[config.mk]
export PLATFORM = sky130hd
export DESIGN_NAME = fetch_unit_flat
export DESIGN_NICKNAME = d
export VERILOG_FILES = /design/src/rtl/fetch_unit_if.sv /design/src/rtl/fetch_unit.sv /design/src/flat_wrapper.sv
export SDC_FILE = /design/constraint.sdc
export NUM_CORES = 1
export LEC_CHECK = 0
export BUFFER_PORTS_ARGS = -buffer_cell sky130_fd_sc_hd__buf_2
export CAP_MARGIN = 10
export CORE_MARGIN = 1.5
export CORE_UTILIZATION = 44
export CTS_BUF_LIST = sky130_fd_sc_hd__clkbuf_8
export DETAILED_ROUTE_END_ITERATION = 6
export GPL_TIMING_DRIVEN = 0
export PLACE_DENSITY = 0.69
export SLEW_MARGIN = 20
export SYNTH_ARGS = -nofsm -noshare
export SYNTH_HDL_FRONTEND = slang
export SYNTH_SLANG_ARGS = --single-unit
export TNS_END_PERCENT = 1
[constraint.sdc]
create_clock -name clk -period 3 [get_ports clk]
set_input_delay 0.15 -clock clk [delete_from_list [all_inputs] [get_ports clk]]
set_output_delay 0.15 -clock clk [all_outputs]
set_load 0.01 [all_outputs]
[src/rtl/fetch_unit_if.sv]
// fetch_unit_if: bundles the fetch front end's redirect input, instruction
// memory request/response channel and decode-side output slot.
//   master : fetch unit side (drives the request and the decode slot)
//   slave  : environment side (execution stage, instruction memory, decode)
interface fetch_unit_if;
    logic        redirect_valid;
    logic [31:0] redirect_target;
    logic        imem_req_valid;
    logic        imem_req_ready;
    logic [31:0] imem_req_addr;
    logic        imem_rsp_valid;
    logic [31:0] imem_rsp_data;
    logic        out_valid;
    logic        out_ready;
    logic [31:0] out_pc;
    logic [31:0] out_instr;

    modport master (
        input  redirect_valid, redirect_target,
        input  imem_req_ready, imem_rsp_valid, imem_rsp_data,
        input  out_ready,
        output imem_req_valid, imem_req_addr,
        output out_valid, out_pc, out_instr
    );

    modport slave (
        output redirect_valid, redirect_target,
        output imem_req_ready, imem_rsp_valid, imem_rsp_data,
        output out_ready,
        input  imem_req_valid, imem_req_addr,
        input  out_valid, out_pc, out_instr
    );
endinterface

[src/rtl/fetch_unit.sv]
// fetch_unit: instruction-fetch front end. Owns the fetch PC, issues word
// fetches with at most one request outstanding, buffers one instruction for
// decode and squashes wrong-path responses after a taken-branch redirect.
// Ports:
//   clk  - sole clock, rising edge
//   rst  - synchronous active-high reset
//   bus  - fetch_unit_if.master: redirect in, imem req/rsp, decode slot out
module fetch_unit #(
    parameter logic [31:0] RESET_PC = 32'h0000_0000
) (
    input  logic          clk,
    input  logic          rst,
    fetch_unit_if.master  bus
);
    typedef enum logic [1:0] {IDLE, WAIT, SQUASH} state_t;

    state_t      state, state_nxt;
    logic [31:0] pc;
    logic [31:0] req_pc;
    logic        out_valid_q;
    logic [31:0] out_pc_q;
    logic [31:0] out_instr_q;
    logic        req_valid;
    logic        req_fire;
    logic        load_slot;

    // Target low bits are dropped; fetches are always word aligned.
    logic unused_tgt_lo;
    assign unused_tgt_lo = ^bus.redirect_target[1:0];

    // State register
    always_ff @(posedge clk) begin
        if (rst) state <= IDLE;
        else     state <= state_nxt;
    end

    // Next-state logic. A redirect while waiting turns the in-flight fetch
    // into a squash; a response in WAIT always returns to IDLE whether it is
    // kept or dropped.
    always_comb begin
        state_nxt = state;
        case (state)
            IDLE:    if (req_fire) state_nxt = WAIT;
            WAIT: begin
                if (bus.imem_rsp_valid)      state_nxt = IDLE;
                else if (bus.redirect_valid) state_nxt = SQUASH;
            end
            SQUASH:  if (bus.imem_rsp_valid) state_nxt = IDLE;
            default: state_nxt = IDLE;
        endcase
    end

    // Output / control logic. Issue only when the slot will be free by the
    // time the response lands, so a response never finds the slot occupied.
    always_comb begin
        req_valid = (state == IDLE) && !bus.redirect_valid
                    && (!out_valid_q || bus.out_ready);
        req_fire  = req_valid && bus.imem_req_ready;
        load_slot = (state == WAIT) && bus.imem_rsp_valid && !bus.redirect_valid;
    end

    assign bus.imem_req_valid = req_valid;
    assign bus.imem_req_addr  = pc;
    assign bus.out_valid      = out_valid_q;
    assign bus.out_pc         = out_pc_q;
    assign bus.out_instr      = out_instr_q;

    // PC and outstanding-request address
    always_ff @(posedge clk) begin
        if (rst) begin
            pc     <= RESET_PC;
            req_pc <= 32'h0;
        end else if (bus.redirect_valid) begin
            pc <= {bus.redirect_target[31:2], 2'b00};
        end else if (req_fire) begin
            req_pc <= pc;
            pc     <= pc + 32'd4;
        end
    end

    // Decode slot: redirect kills it outright; otherwise a load wins over
    // a consume in the same cycle.
    always_ff @(posedge clk) begin
        if (rst) begin
            out_valid_q <= 1'b0;
            out_pc_q    <= 32'h0;
            out_instr_q <= 32'h0;
        end else if (bus.redirect_valid) begin
            out_valid_q <= 1'b0;
        end else if (load_slot) begin
            out_valid_q <= 1'b1;
            out_pc_q    <= req_pc;
            out_instr_q <= bus.imem_rsp_data;
        end else if (bus.out_ready) begin
            out_valid_q <= 1'b0;
        end
    end
endmodule
[src/flat_wrapper.sv]
// flat-port wrapper written by rule: the top's interface ports become plain ports
module fetch_unit_flat 
#(
    parameter logic [31:0] RESET_PC = 32'h0000_0000
)
  (clk, rst, bus_redirect_valid, bus_redirect_target, bus_imem_req_ready, bus_imem_rsp_valid, bus_imem_rsp_data, bus_out_ready, bus_imem_req_valid, bus_imem_req_addr, bus_out_valid, bus_out_pc, bus_out_instr);
  fetch_unit_if bus_i ();
  input  logic clk;
  input  logic rst;
  input wire logic [$bits(bus_i.redirect_valid)-1:0] bus_redirect_valid;
  input wire logic [$bits(bus_i.redirect_target)-1:0] bus_redirect_target;
  input wire logic [$bits(bus_i.imem_req_ready)-1:0] bus_imem_req_ready;
  input wire logic [$bits(bus_i.imem_rsp_valid)-1:0] bus_imem_rsp_valid;
  input wire logic [$bits(bus_i.imem_rsp_data)-1:0] bus_imem_rsp_data;
  input wire logic [$bits(bus_i.out_ready)-1:0] bus_out_ready;
  output wire logic [$bits(bus_i.imem_req_valid)-1:0] bus_imem_req_valid;
  output wire logic [$bits(bus_i.imem_req_addr)-1:0] bus_imem_req_addr;
  output wire logic [$bits(bus_i.out_valid)-1:0] bus_out_valid;
  output wire logic [$bits(bus_i.out_pc)-1:0] bus_out_pc;
  output wire logic [$bits(bus_i.out_instr)-1:0] bus_out_instr;
  assign bus_i.redirect_valid = bus_redirect_valid;
  assign bus_i.redirect_target = bus_redirect_target;
  assign bus_i.imem_req_ready = bus_imem_req_ready;
  assign bus_i.imem_rsp_valid = bus_imem_rsp_valid;
  assign bus_i.imem_rsp_data = bus_imem_rsp_data;
  assign bus_i.out_ready = bus_out_ready;
  assign bus_imem_req_valid = bus_i.imem_req_valid;
  assign bus_imem_req_addr = bus_i.imem_req_addr;
  assign bus_out_valid = bus_i.out_valid;
  assign bus_out_pc = bus_i.out_pc;
  assign bus_out_instr = bus_i.out_instr;
  fetch_unit #(.RESET_PC(RESET_PC)) u_core (.clk(clk), .rst(rst), .bus(bus_i));
endmodule
==> results.md <==
- Status: completed
- Fin Setup TNS: 0 ps
- Max_cap viols: 0
- Clock Power Share: 0.364
- CTS Buffer Depth: 2
- Area occupied by registers: 0.00250 mm^2
- Most common cell after layout, fill and taps aside: nand2_1
- Dpl ws: 778 ps
- Fin nets: 954
- CP Capture Point: u_core.bus.imem_req_addr[28]
- Clock latency on the worst-skew pair: 430 ps
- Commonest cells after routing, fill and taps aside: nand2_1 (217), buf_2 (169), dfxtp_1 (125), a21oi_1 (107), dlygate4sd3_1 (49)
- Number of detailed-route iterations in the first pass: 6
- DRT iter0 DRCs: 448
- Crit path required time: 3350 ps
- Die width: 110 um
- Async set-reset flop share out of synthesis: 0
- First-pass GRT wire length: 23.8 mm
- Yosys top cell by area: dfxtp_1
- I/O Buffers: 161
- Crit path arrival time: 2640 ps
- Post-DP HPWL: 10.9 mm
- Most used DFF post-synth: dfxtp_1
- Top cells by area, synth: dfxtp_1 (50%), nand2_1 (16%), a21oi_1 (11%)
- Slew @ Worst Pin: 921 ps
- Area of the multi-input gates: 0.00232 mm^2
- Post-route worst setup slack: 710 ps
- Distinct cell type count after synthesis: 46
- Vias: 5460
- Fmax: 0.437 GHz
- Endpoints failing hold: 0
- Crit share post-route: 0.763
- Crit path max-delay family: simple AND/OR/NAND/NOR gates
- Placed Instances: 955
- Sequential power share: 0.531
- Area delta synth->final: 35.7%
- Starting Density: 0.458
- Worst stage delay on the critical path: 460 ps
- Remaining DRCs: 0
- PwrDens: 483 mW/mm^2
- Initial antenna violation count: 0
- Critical path cell sequence: ha_1 > nand3_1 > nor2_1 > nand3_2 > or3_1 > a31oi_1
- Congestion Overflow GR: 0
- Crit end category: flop
- Final wirelength: 15.5 mm
- Crit path max fanout: 8
- Switching share of power: 0.250
- RR Startpoint: u_core.bus.imem_req_addr[2]
- Max Slew Vio Count: 0
- Die area: 0.0121 mm^2
- Final setup viols: 0
- Sum of buffers and inverters on the critical path: 0
- Mean post-synth cell area: 7.76 um^2
- CTS tree: yes
- Finished Layout Cells: 1032
- Internal: 2480 uW
- Core box area: 0.0110 mm^2
- H-Tree Depth: 4
- Post-Syn Area: 0.00505 mm^2
- RSZ-0062 raised after global routing: false
- Worst-path clk slew: 60 ps
- Resize count post-CTS: 0
- FF+latch count, synth: 125
- Die height: 110 um
- RR Endpoint: u_core.bus.imem_req_addr[28]
- Setup Crit Path Kind: flop to flop
- Crit path depth: 6
- WL/cell: 15.0 um
- Post-synth EDFFs: 0
- Post-route ant nets: 0
- Worst rel slew slack: 0.384
- Layout cell share with drive strength beyond 1: 0.230
- Final Skew: 8.00 ps
- Comb pwr share: 0.105
- Fill cell count: 1021
- Worst R2R Path Depth: 6
- DR vias/cell: 5.29
- Minimum clock period: 2290 ps
- Gpl congestion: 0.883
- Ys Warns: 0
- Num rows: 38
- Seq/Total Area, Yosys: 0.496
- Slowest CP cell: nor2_1
- Largest net degree at the start of global routing: 17
- Origin of the worst setup path: u_core.bus.imem_req_addr[2]
- Root buffer cell: clkbuf_8
- Switching power total: 827 uW
- Vias in the first global route: 4989
- GR Util All Layers: 0.257
- Cell count after synthesis: 651
- I/O pins: 168
- CTS sink cnt: 125
- Max VDD drop: 239 uV
- ANT cells: 0
- Num CTS Buffers: 17
- R2R setup slack: 710 ps
- Leak: 0.00281 uW
- CP Launch Type: flop
- Synth top area share: 0.496
- Worst Hold Class: input port to flop
-- through the flow --
| stage | utilization | hold slack [ps] | instance area, um^2 | power, uW |
|---|---|---|---|---|
| 2_1_floorplan | - | 229 | 5060 | 1940 |
| 3_3_place_gp | 0.548 | 371 | 6040 | 2070 |
| 3_5_place_dp | 0.548 | 383 | 6040 | 2080 |
| 4_1_cts | 0.621 | 6.81 | 6850 | 3320 |
| 5_1_grt | 0.621 | 8.75 | 6850 | 3440 |
| 6_report | 0.621 | 18.2 | 6850 | 3310 |
-- synthesized netlist by cell type, drive strengths merged (3+ instances only) --
master / instances
nand2: 218
dfxtp: 125
a21oi: 107
clkbuf: 35
nand3: 18
nor2: 18
a31oi: 16
o21ai: 16
buf: 13
nor3: 11
and3: 7
o211ai: 6
or3: 6
xor2: 6
inv: 5
nand4: 5
nor2b: 4
o311ai: 4
or4: 3
-- state kept, by name, summed over array words and instances, names as in the netlist --
name,flops
u_core.bus.out_instr,32
u_core.bus.imem_req_addr,30
u_core.req_pc,30
u_core.bus.out_pc,30
u_core.bus.out_valid,1
u_core.state,2
-- worst min-delay path by stage --
stage / endpoint / depth (start not counted) / start
detailed placement: u_core.state[1] / 2 / bus_imem_rsp_valid
global placement: u_core.state[1] / 2 / bus_imem_rsp_valid
floorplan: u_core.state[1] / 1 / bus_imem_rsp_valid
CTS: u_core.bus.imem_req_addr[7] / 3 / bus_redirect_target[7]
global route: u_core.bus.imem_req_addr[7] / 3 / bus_redirect_target[7]
finish: u_core.bus.imem_req_addr[7] / 3 / bus_redirect_target[7]
-- power by group through the flow --
stage               clock [uW]  sequential, uW  combinational (uW)
detailed placement           0            1790                 292
finish                    1210            1760                 346
floorplan                    0            1790                 147
CTS                       1230            1750                 342
global placement             0            1790                 285
global route              1300            1760                 379
-- per-layer routing --
| layer | vias to the layer above | GRT usage | part of all wire |
|---|---|---|---|
| li1 | 2669 | - | - |
| met1 | 2500 | 0.320 | 0.43 |
| met2 | 266 | 0.429 | 0.46 |
| met3 | 25 | 0.0541 | 0.089 |
| met4 | 0 | 0.110 | 0.022 |
| met5 | - | 0 | 0 |
-- cell families after synthesis --
kind of cell / Yosys count / synth area share
simple gates: 297 / 0.254
compound gates: 165 / 0.184
flops: 125 / 0.496
buf+inv: 53 / 0.0461
xor+xnor: 7 / 0.0121
mux: 2 / 0.00446
fa+ha+maj: 1 / 0.00248
other cells: 1 / 0.000743
-- final cells by class --
cell class,count,area share
Multi-Input combinational cell,476,0.339
Sequential cell,125,0.365
Clock inverter,7,0.00420
Inverter,5,0.00274
Clock buffer,21,0.0422
Timing Repair Buffer,210,0.189
Buffer,48,0.0312
Tap cell,140,0.0256
-- tightest hold or removal path: stages --
cell and delay, ps:
buf_2 80, a21oi_1 60, a21oi_1 120
-- what timing repair did --
action	CTS	global route
setup buffers	0	0
endpoints found under the setup margin	0	0
hold buffers	49	0
hold endpoints to repair	49	0
No activity file was read; power rests on OpenSTA's default activity.
